## config.mk

```make
export PLATFORM = sky130hd
export DESIGN_NAME = alu_seq_nbit
export DESIGN_NICKNAME = d
export VERILOG_FILES = /design/src/rtl/alu_seq_nbit_pkg.sv /design/src/rtl/muldiv_iter_nbit.sv /design/src/rtl/alu_seq_nbit.sv
export SDC_FILE = /design/constraint.sdc
export NUM_CORES = 2
export LEC_CHECK = 0
export ABC_AREA = 1
export CORE_ASPECT_RATIO = 1.5
export CORE_MARGIN = 3
export CORE_UTILIZATION = 50
export CTS_BUF_LIST = sky130_fd_sc_hd__clkbuf_4 sky130_fd_sc_hd__clkbuf_8 sky130_fd_sc_hd__clkbuf_16
export CTS_CLUSTER_SIZE = 20
export DETAILED_ROUTE_END_ITERATION = 7
export PLACE_DENSITY = 0.67
export SLEW_MARGIN = 25
export SYNTH_ARGS = -nofsm -noshare
export SYNTH_HDL_FRONTEND = slang
export SYNTH_SLANG_ARGS = --single-unit
```

## constraint.sdc

```tcl
create_clock -name clk -period 8.15 [get_ports clk]
set_input_delay 1.63 -clock clk [delete_from_list [all_inputs] [get_ports clk]]
set_output_delay 1.63 -clock clk [all_outputs]
set_load 0.05 [all_outputs]
```

## src/rtl/alu_seq_nbit_pkg.sv

```systemverilog
// Shared opcodes, FSM states and helpers for the sequential EX-stage ALU.
package alu_seq_nbit_pkg;

    localparam logic [4:0] ALU_ADD    = 5'd0;
    localparam logic [4:0] ALU_SUB    = 5'd1;
    localparam logic [4:0] ALU_AND    = 5'd2;
    localparam logic [4:0] ALU_OR     = 5'd3;
    localparam logic [4:0] ALU_XOR    = 5'd4;
    localparam logic [4:0] ALU_SLL    = 5'd5;
    localparam logic [4:0] ALU_SRL    = 5'd6;
    localparam logic [4:0] ALU_SRA    = 5'd7;
    localparam logic [4:0] ALU_SLT    = 5'd8;
    localparam logic [4:0] ALU_SLTU   = 5'd9;
    localparam logic [4:0] ALU_PASS   = 5'd10;
    localparam logic [4:0] ALU_MUL    = 5'd16;
    localparam logic [4:0] ALU_MULH   = 5'd17;
    localparam logic [4:0] ALU_MULHSU = 5'd18;
    localparam logic [4:0] ALU_MULHU  = 5'd19;
    localparam logic [4:0] ALU_DIV    = 5'd20;
    localparam logic [4:0] ALU_DIVU   = 5'd21;
    localparam logic [4:0] ALU_REM    = 5'd22;
    localparam logic [4:0] ALU_REMU   = 5'd23;

    typedef enum logic [1:0] {
        S_IDLE = 2'd0,
        S_ITER = 2'd1,
        S_FIX  = 2'd2,
        S_DONE = 2'd3
    } state_t;

    // M-ops occupy 16..23; low three bits select the engine function
    function automatic logic is_mop(input logic [4:0] op);
        return op[4:3] == 2'b10;
    endfunction

endpackage

```

## src/rtl/muldiv_iter_nbit.sv

```systemverilog
// Iterative shift-add multiplier / restoring divider on operand magnitudes.
module muldiv_iter_nbit
    import alu_seq_nbit_pkg::*;
#(
    parameter int N = 32
) (
    input  logic         clk,
    input  logic         rst,
    input  logic         load,
    input  logic         kill,
    input  logic [2:0]   fn,
    input  logic [N-1:0] a,
    input  logic [N-1:0] b,
    output logic         last,
    output logic [N-1:0] result
);

    localparam int CW = $clog2(N);

    logic           run;
    logic [CW-1:0]  cnt;
    logic [2:0]     fn_q;
    logic           sa;
    logic           sb;
    logic           div0;
    logic           ovf;
    logic [N-1:0]   a_q;
    logic [N-1:0]   opnd;
    logic [N-1:0]   hi;
    logic [N-1:0]   lo;

    logic           sgn_a;
    logic           sgn_b;
    logic [N-1:0]   mag_a;
    logic [N-1:0]   mag_b;
    logic [N:0]     mul_sum;
    logic [N+1:0]   trial;
    logic [2*N-1:0] prod;
    logic [N-1:0]   quo;
    logic [N-1:0]   rem;

    // fn: 0 MUL, 1 MULH, 2 MULHSU, 3 MULHU, 4 DIV, 5 DIVU, 6 REM, 7 REMU
    always_comb begin
        sgn_a   = a[N-1] & (fn == 3'd1 || fn == 3'd2 || fn == 3'd4 || fn == 3'd6);
        sgn_b   = b[N-1] & (fn == 3'd1 || fn == 3'd4 || fn == 3'd6);
        mag_a   = sgn_a ? -a : a;
        mag_b   = sgn_b ? -b : b;
        mul_sum = {1'b0, hi} + (lo[0] ? {1'b0, opnd} : '0);
        trial   = {1'b0, hi, lo[N-1]} - {2'b00, opnd};
    end

    always_ff @(posedge clk or posedge rst) begin
        if (rst) begin
            run  <= 1'b0;
            cnt  <= '0;
            fn_q <= '0;
            sa   <= 1'b0;
            sb   <= 1'b0;
            div0 <= 1'b0;
            ovf  <= 1'b0;
            a_q  <= '0;
            opnd <= '0;
            hi   <= '0;
            lo   <= '0;
        end else if (kill) begin
            run <= 1'b0;
        end else if (load) begin
            run  <= 1'b1;
            cnt  <= '0;
            fn_q <= fn;
            sa   <= sgn_a;
            sb   <= sgn_b;
            a_q  <= a;
            div0 <= (b == '0);
            ovf  <= (fn == 3'd4 || fn == 3'd6)
                    && a == {1'b1, {(N-1){1'b0}}} && b == '1;
            hi   <= '0;
            opnd <= fn[2] ? mag_b : mag_a;
            lo   <= fn[2] ? mag_a : mag_b;
        end else if (run) begin
            cnt <= cnt + 1'b1;
            if (cnt == CW'(N-1))
                run <= 1'b0;
            if (fn_q[2]) begin
                if (!trial[N+1]) begin
                    hi <= trial[N-1:0];
                    lo <= {lo[N-2:0], 1'b1};
                end else begin
                    hi <= {hi[N-2:0], lo[N-1]};
                    lo <= {lo[N-2:0], 1'b0};
                end
            end else begin
                {hi, lo} <= {mul_sum, lo[N-1:1]};
            end
        end
    end

    assign last = run && (cnt == CW'(N-1));

    always_comb begin
        prod = {hi, lo};
        if (sa ^ sb)
            prod = -prod;
        quo = (sa ^ sb) ? -lo : lo;
        rem = sa ? -hi : hi;
        if (!fn_q[2])
            result = (fn_q[1:0] == 2'd0) ? prod[N-1:0] : prod[2*N-1:N];
        else if (div0)
            result = fn_q[1] ? a_q : '1;
        else if (ovf)
            result = fn_q[1] ? '0 : {1'b1, {(N-1){1'b0}}};
        else
            result = fn_q[1] ? rem : quo;
    end

endmodule

```

## src/rtl/alu_seq_nbit.sv

```systemverilog
// Multi-cycle EX-stage ALU: single-cycle basic ops plus iterative RV32M.
module alu_seq_nbit
    import alu_seq_nbit_pkg::*;
#(
    parameter int N   = 32,
    parameter int SHW = $clog2(N)
) (
    input  logic         clk,
    input  logic         rst,
    input  logic         start,
    input  logic         kill,
    input  logic [4:0]   alu_control,
    input  logic [N-1:0] A,
    input  logic [N-1:0] B,
    output logic         busy,
    output logic         done,
    output logic [N-1:0] ALUout,
    output logic         Z,
    output logic         C,
    output logic         V,
    output logic         S
);

    state_t         state;
    logic           accept;
    logic           mop;
    logic [SHW-1:0] sh;
    logic [N:0]     add_w;
    logic [N:0]     sub_w;
    logic [N-1:0]   basic;
    logic           basic_c;
    logic           basic_v;
    logic           md_last;
    logic [N-1:0]   md_res;

    assign mop    = is_mop(alu_control);
    assign accept = start && !busy && !kill;
    assign sh     = B[SHW-1:0];

    muldiv_iter_nbit #(.N(N)) u_md (
        .clk    (clk),
        .rst    (rst),
        .load   (accept && mop),
        .kill   (kill),
        .fn     (alu_control[2:0]),
        .a      (A),
        .b      (B),
        .last   (md_last),
        .result (md_res)
    );

    always_comb begin
        add_w   = {1'b0, A} + {1'b0, B};
        sub_w   = {1'b0, A} + {1'b0, ~B} + (N+1)'(1);
        basic   = '0;
        basic_c = 1'b0;
        basic_v = 1'b0;
        case (alu_control)
            ALU_ADD: begin
                basic   = add_w[N-1:0];
                basic_c = add_w[N];
                basic_v = (A[N-1] == B[N-1]) && (add_w[N-1] != A[N-1]);
            end
            ALU_SUB: begin
                basic   = sub_w[N-1:0];
                basic_c = sub_w[N];
                basic_v = (A[N-1] != B[N-1]) && (sub_w[N-1] != A[N-1]);
            end
            ALU_AND:  basic = A & B;
            ALU_OR:   basic = A | B;
            ALU_XOR:  basic = A ^ B;
            ALU_SLL:  basic = A << sh;
            ALU_SRL:  basic = A >> sh;
            ALU_SRA:  basic = N'($signed(A) >>> sh);
            ALU_SLT:  basic = {{(N-1){1'b0}}, $signed(A) < $signed(B)};
            ALU_SLTU: basic = {{(N-1){1'b0}}, A < B};
            ALU_PASS: basic = A;
            default:  basic = '0;
        endcase
    end

    always_ff @(posedge clk or posedge rst) begin
        if (rst) begin
            state  <= S_IDLE;
            busy   <= 1'b0;
            done   <= 1'b0;
            ALUout <= '0;
            C      <= 1'b0;
            V      <= 1'b0;
        end else if (kill) begin
            state <= S_IDLE;
            busy  <= 1'b0;
            done  <= 1'b0;
        end else begin
            case (state)
                S_IDLE, S_DONE: begin
                    done  <= 1'b0;
                    state <= S_IDLE;
                    if (start && mop) begin
                        state <= S_ITER;
                        busy  <= 1'b1;
                    end else if (start) begin
                        state  <= S_DONE;
                        done   <= 1'b1;
                        ALUout <= basic;
                        C      <= basic_c;
                        V      <= basic_v;
                    end
                end
                S_ITER: begin
                    if (md_last)
                        state <= S_FIX;
                end
                S_FIX: begin
                    ALUout <= md_res;
                    C      <= 1'b0;
                    V      <= 1'b0;
                    busy   <= 1'b0;
                    done   <= 1'b1;
                    state  <= S_DONE;
                end
                default: begin
                    state <= S_IDLE;
                    busy  <= 1'b0;
                    done  <= 1'b0;
                end
            endcase
        end
    end

    assign Z = (ALUout == '0);
    assign S = ALUout[N-1];

endmodule

```

==> summary.txt, run 1 <==
Run status
  – Fail Step: global routing
  – Outcome: aborted with a tool error
  – Tool Error: [ERROR GRT-0116] Global routing finished with congestion. Check the congestion regions in the DRC Viewer.

Yosys
  – Synthesized Nets: 5571
  – Synth Area in Simple Gates: between 40% and 50%
  – Post-synth cell types: 59
  – Sequential cell area fraction in the yosys report: 15.5%
  – Largest family of logic cells by synthesized area: simple AND/OR/NAND/NOR gates
  – Post-Syn Area per Cell: roughly 5.5 um2
  – Post-Syn Instances: 5316
  – Post-synth top area share: 21.6%
  – EDFF count, synth: 0
  – Synth Area in Adders: 7.96%
  – Synth top area cells: nand2_1 (22%), dfrtp_1 (15%), nand3_1 (12%)
  – YS warnings: 0
  – Ys async rst share: 100%
  – Register bit total from synthesis: approximately 180
  – Top cell type by total area after synthesis: nand2_1
  – Compound-Gate Fraction of Synth Area: 16.6%
  – Xor and xnor area share after synthesis: 2.51%
  – Top_reg_cell synth: dfrtp_1
  – Post-Syn Area: 0.0290 mm2
  – Mux cell area share after synthesis: less than 1%

Placement
  – Placed insts: 6039
  – PortBufs: 110
  – Placer Congestion: around 1.2
  – Pre-CTS WS: between 2000 and 2500 ps
  – HPWL after detailed placement: 136 mm

Clocking
  – Setup Buffers After CTS: 0
  – Clk sinks: 179
  – Hold buffers post-CTS: 0
  – Root buf cell: clkbuf_16
  – Max Buffers Root-to-Sink: 2
  – CTS Buf Count: 17
  – H-tree depth: 4
  – CTS resizes: 0

Floorplanning
  – Row Count: 107
  – Chip width: 203 um
  – Boundary pin count: roughly 110
  – Chip height: 301 um
  – Initial Util: approximately half

GRT
  – Grt ovf: 3
  – First-pass GRT wire length: 269 mm
  – Largest net degree at the start of global routing: 115
  – Vias in the first global route: 39600
  – GRT Resource Usage Total: 59.8%
[synthesized netlist by cell type, drive strengths merged, types with 12 or more instances]
master and n:
a21oi 284, a31oi 24, buf 93, clkbuf 129
dfrtp 179, ha 178, inv 607, nand2 1675
nand3 715, nand4 78, nor2 586, nor3 59
nor4 21, o211ai 65, o21ai 382, o21bai 15
o221ai 12, o22ai 18, or2 12, xor2 77
[cells by family after synthesis]
family,after synthesis
multiplexers,2
AND/OR/NAND/NOR,3175
adder cells (fa/ha/maj),182
flip-flops,179
buffers and inverters,833
AO/OA/AOI/OAI,862
XOR/XNOR,83
[routing by layer]
metal	GRT overflow	track usage, %
met5	0	0.162
met2	2	87.4
met1	0	59.0
met4	1	66.7
met3	0	27.5
[per-stage QoR]
| stage | hold slack, ps | cell area, um2 |
|---|---|---|
| after CTS | 489 | 31300 |
| after detailed placement | 471 | 30700 |
| after global placement | 461 | 30700 |
| after floorplan | 448 | 29000 |
==> inputs of run 2 (changes only) <==
CORE_ASPECT_RATIO = not set   (was 1.5)
CORE_UTILIZATION = 35   (was 50)
CTS_BUF_LIST = not set   (was sky130_fd_sc_hd__clkbuf_4 sky130_fd_sc_hd__clkbuf_8 sky130_fd_sc_hd__clkbuf_16)
CTS_CLUSTER_SIZE = not set   (was 20)
PLACE_DENSITY = not set   (was 0.67)
PLACE_DENSITY_LB_ADDON = 0.15   (was not set)
==> summary.txt, run 2 <==
GRT
  – GRT Resource Usage Total: between 30% and 40%
  – Vias in the first global route: 35300
  – Grt ovf: 0
  – First-pass GRT wire length: approximately 250 mm
  – Largest net degree at the start of global routing: about 120
  – Initial antenna violation count: 4

Layout
  – Fillers: 9429
  – Most common cell after layout, fill and taps aside: nand2_1
  – Most frequent cells in the layout: nand2_1 (1670), nand3_1 (710), inv_1 (584)
  – Layout Cell Area excl Fill: 0.0316 mm2
  – Area Overhead vs Synth: 9.06%
  – Share of cells above drive strength 1: 3.45%
  – Inserted Diodes: 0
  – Utilization after layout: 38.9%
  – Final #Nets: 5547

Yosys
  – Top cell type by total area after synthesis: nand2_1
  – Post-Syn Instances: 5316 (unchanged)
  – Synthesized Nets: 5571 (unchanged)
  – Post-synth cell types: 59 (unchanged)
  – Ys async rst share: 100% (unchanged)
  – Post-Syn Area per Cell: 5.45 um2 (unchanged)
  – EDFF count, synth: 0 (unchanged)
  – Post-Syn Area: 0.0290 mm2 (unchanged)
  – Top_reg_cell synth: dfrtp_1
  – YS warnings: 0 (unchanged)
  – Top post-synthesis cells by count: nand2_1 (1671), nand3_1 (711), inv_1 (588), nor2_1 (561), o21ai_0 (359)
  – Post-synth top area share: 21.6% (unchanged)
  – Synth top area cells: nand2_1 (22%), dfrtp_1 (15%), nand3_1 (12%)
  – Most frequent cell after synthesis: nand2_1
  – Register bit total from synthesis: 179 (unchanged)
  – Sequential cell area fraction in the yosys report: 15.5% (unchanged)

Floorplanning
  – Core box area: 0.0813 mm2
  – Chip width: 294 um (+45%)
  – Row Count: 104 (-2.8%)
  – Chip height: 294 um (-2.4%)
  – Boundary pin count: 111 (unchanged)
  – Die footprint: ~0.086 mm2
  – Initial Util: 35.6% (-15 points)

Timing
  – Final setup violation count: 0
  – Hold Slack: 495 ps
  – Fmax: 0.184 GHz
  – RSZ-0062 raised after global routing: false
  – Pins Over Slew Limit: 0
  – Skew final: 14.6 ps
  – Final worst slack: 2710 ps
  – Worst slew pin tran: 1160 ps
  – TNS Setup: 0 ps
  – Minimum clock period: 5440 ps
  – Final hold vios: 0
  – Slew headroom: between 20 and 25%
  – Final period utilization: ~67%

Pwr
  – Peak VDD IR: roughly 0.17 mV
  – PwrDens: 290 mW/mm2
  – Leakage: around 16 nW

Placement
  – HPWL after detailed placement: 140 mm (+3.4%)
  – Pre-CTS WS: 1870 ps (-604 ps)
  – PortBufs: 110 (unchanged)
  – Area after DPL: 0.0310 mm2 (+1.1%)
  – Placer Congestion: 1.10 (-5.1%)

Run status
  – Outcome: completed

Worst setup path
  – Setup CP Type: input port to flop
  – R2R depth: 11
  – Arrival time at the worst endpoint: 5800 ps
  – Startpoint Class: input port
  – Crit path max fanout: 41
  – CP required: 8520 ps
  – CP Capture Type: flop

Detailed routing
  – Total number of vias: 38200
  – Drt via density: 6.00
  – Drt initial violations: 5004
  – Post-Route WL: between 150 and 200 mm
  – Antenna Violating Nets Remaining: 0
  – DRC Markers: 0
  – Drt first pass iters: 6
  – DR WL/cell: about 28 um

Clocking
  – Worst-skew pair later-pin latency: 480 ps
  – Root buf cell: clkbuf_16
  – Max Buffers Root-to-Sink: 2 (unchanged)
  – CTS clk-pin slew, worst paths: ~80 ps
  – CTS resizes: 0 (unchanged)
  – H-tree depth: 4 (unchanged)
  – Hold buffers post-CTS: 0 (unchanged)
  – Setup Buffers After CTS: 0 (unchanged)
  – Clk sinks: 179 (unchanged)
  – CTS tree: yes
  – CTS Buf Count: 17 (unchanged)

Hold path
  – Worst Hold Path Cells: 2
  – Worst Hold Class: flop to flop

Run
  – Maxcap violations: 0
-- run 2: cell counts after synthesis --
Identical to the previous run, type by type.
-- run 2: worst paths after layout --
| check | start | to | slack [ps] |
|---|---|---|---|
| worst min register to register | V$_DFFE_PP0P_ | V$_DFFE_PP0P_ | 490 |
| worst max-delay path | alu_control[4] | u_md.lo[17]$_DFFE_PP0P_ | 2710 |
| worst min-delay path | V$_DFFE_PP0P_ | V$_DFFE_PP0P_ | 490 |
| worst max register to register | u_md.lo[0]$_DFFE_PP0P_ | ALUout[2]$_DFFE_PP0P_ | 4470 |
| max in group asynchronous | rst | ALUout[6]$_DFFE_PP0P_ | 4870 |
| min in group asynchronous | rst | u_md.hi[10]$_DFFE_PP0P_ | 1750 |
-- run 2: cell families after synthesis --
logic type | share of synthesized area [%]
and+or+nand+nor | 46.3
AOI/OAI and AO/OA | 16.6
buffers and inverters | 11.1
adders and majority gates | 7.96
DFF | 15.5
xor gates and xnor gates | 2.51
muxes | 0.0691
-- run 2: cell type report --
cell class,count,area (um2),share of cell area (%)
clock buffers,19,443,1.40
clock inverters,13,135,0.427
inverters,611,2300,7.28
multi-input cells,4304,21300,67.5
flip-flops and latches,179,4480,14.2
well taps,1060,1330,4.20
repair buffers,179,1600,5.06
-- run 2: layer usage --
metal	global-route usage, %	vias up	part of all wire [%]
met3	6.33	503	10
met1	51.1	17900	39
met4	30.0	4	9.0
met5	0	-	0.017
li1	-	17400	-
met2	59.6	2399	42
-- run 2: through the flow --
step / power (mW) / cells
3_5_place_dp: 8.08 / 6333
6_report: 9.17 / 6365
4_1_cts: 8.96 / 6365
2_1_floorplan: 5.63 / 5316
5_1_grt: 9.74 / 6365
3_3_place_gp: 8.09 / 6333
-- run 2: power breakdown --
part	switching [mW]	total (mW)	internal, mW
clock network	0.447	0.864	0.417
logic	4.62	6.42	1.80
registers	0.690	1.88	1.19
total	5.76	9.17	3.41
-- run 2: critical path, stage by stage --
cell and delay [ps]:
clkdlybuf4s50_1 530, inv_2 100, nor2_1 790, nand4_4 670, buf_4 460, inv_2 510, nor2_4 160, inv_1 180
buf_4 380, o2111ai_1 180, o21ai_0 100, inv_1 60
Power figures use the tool's default switching activity.
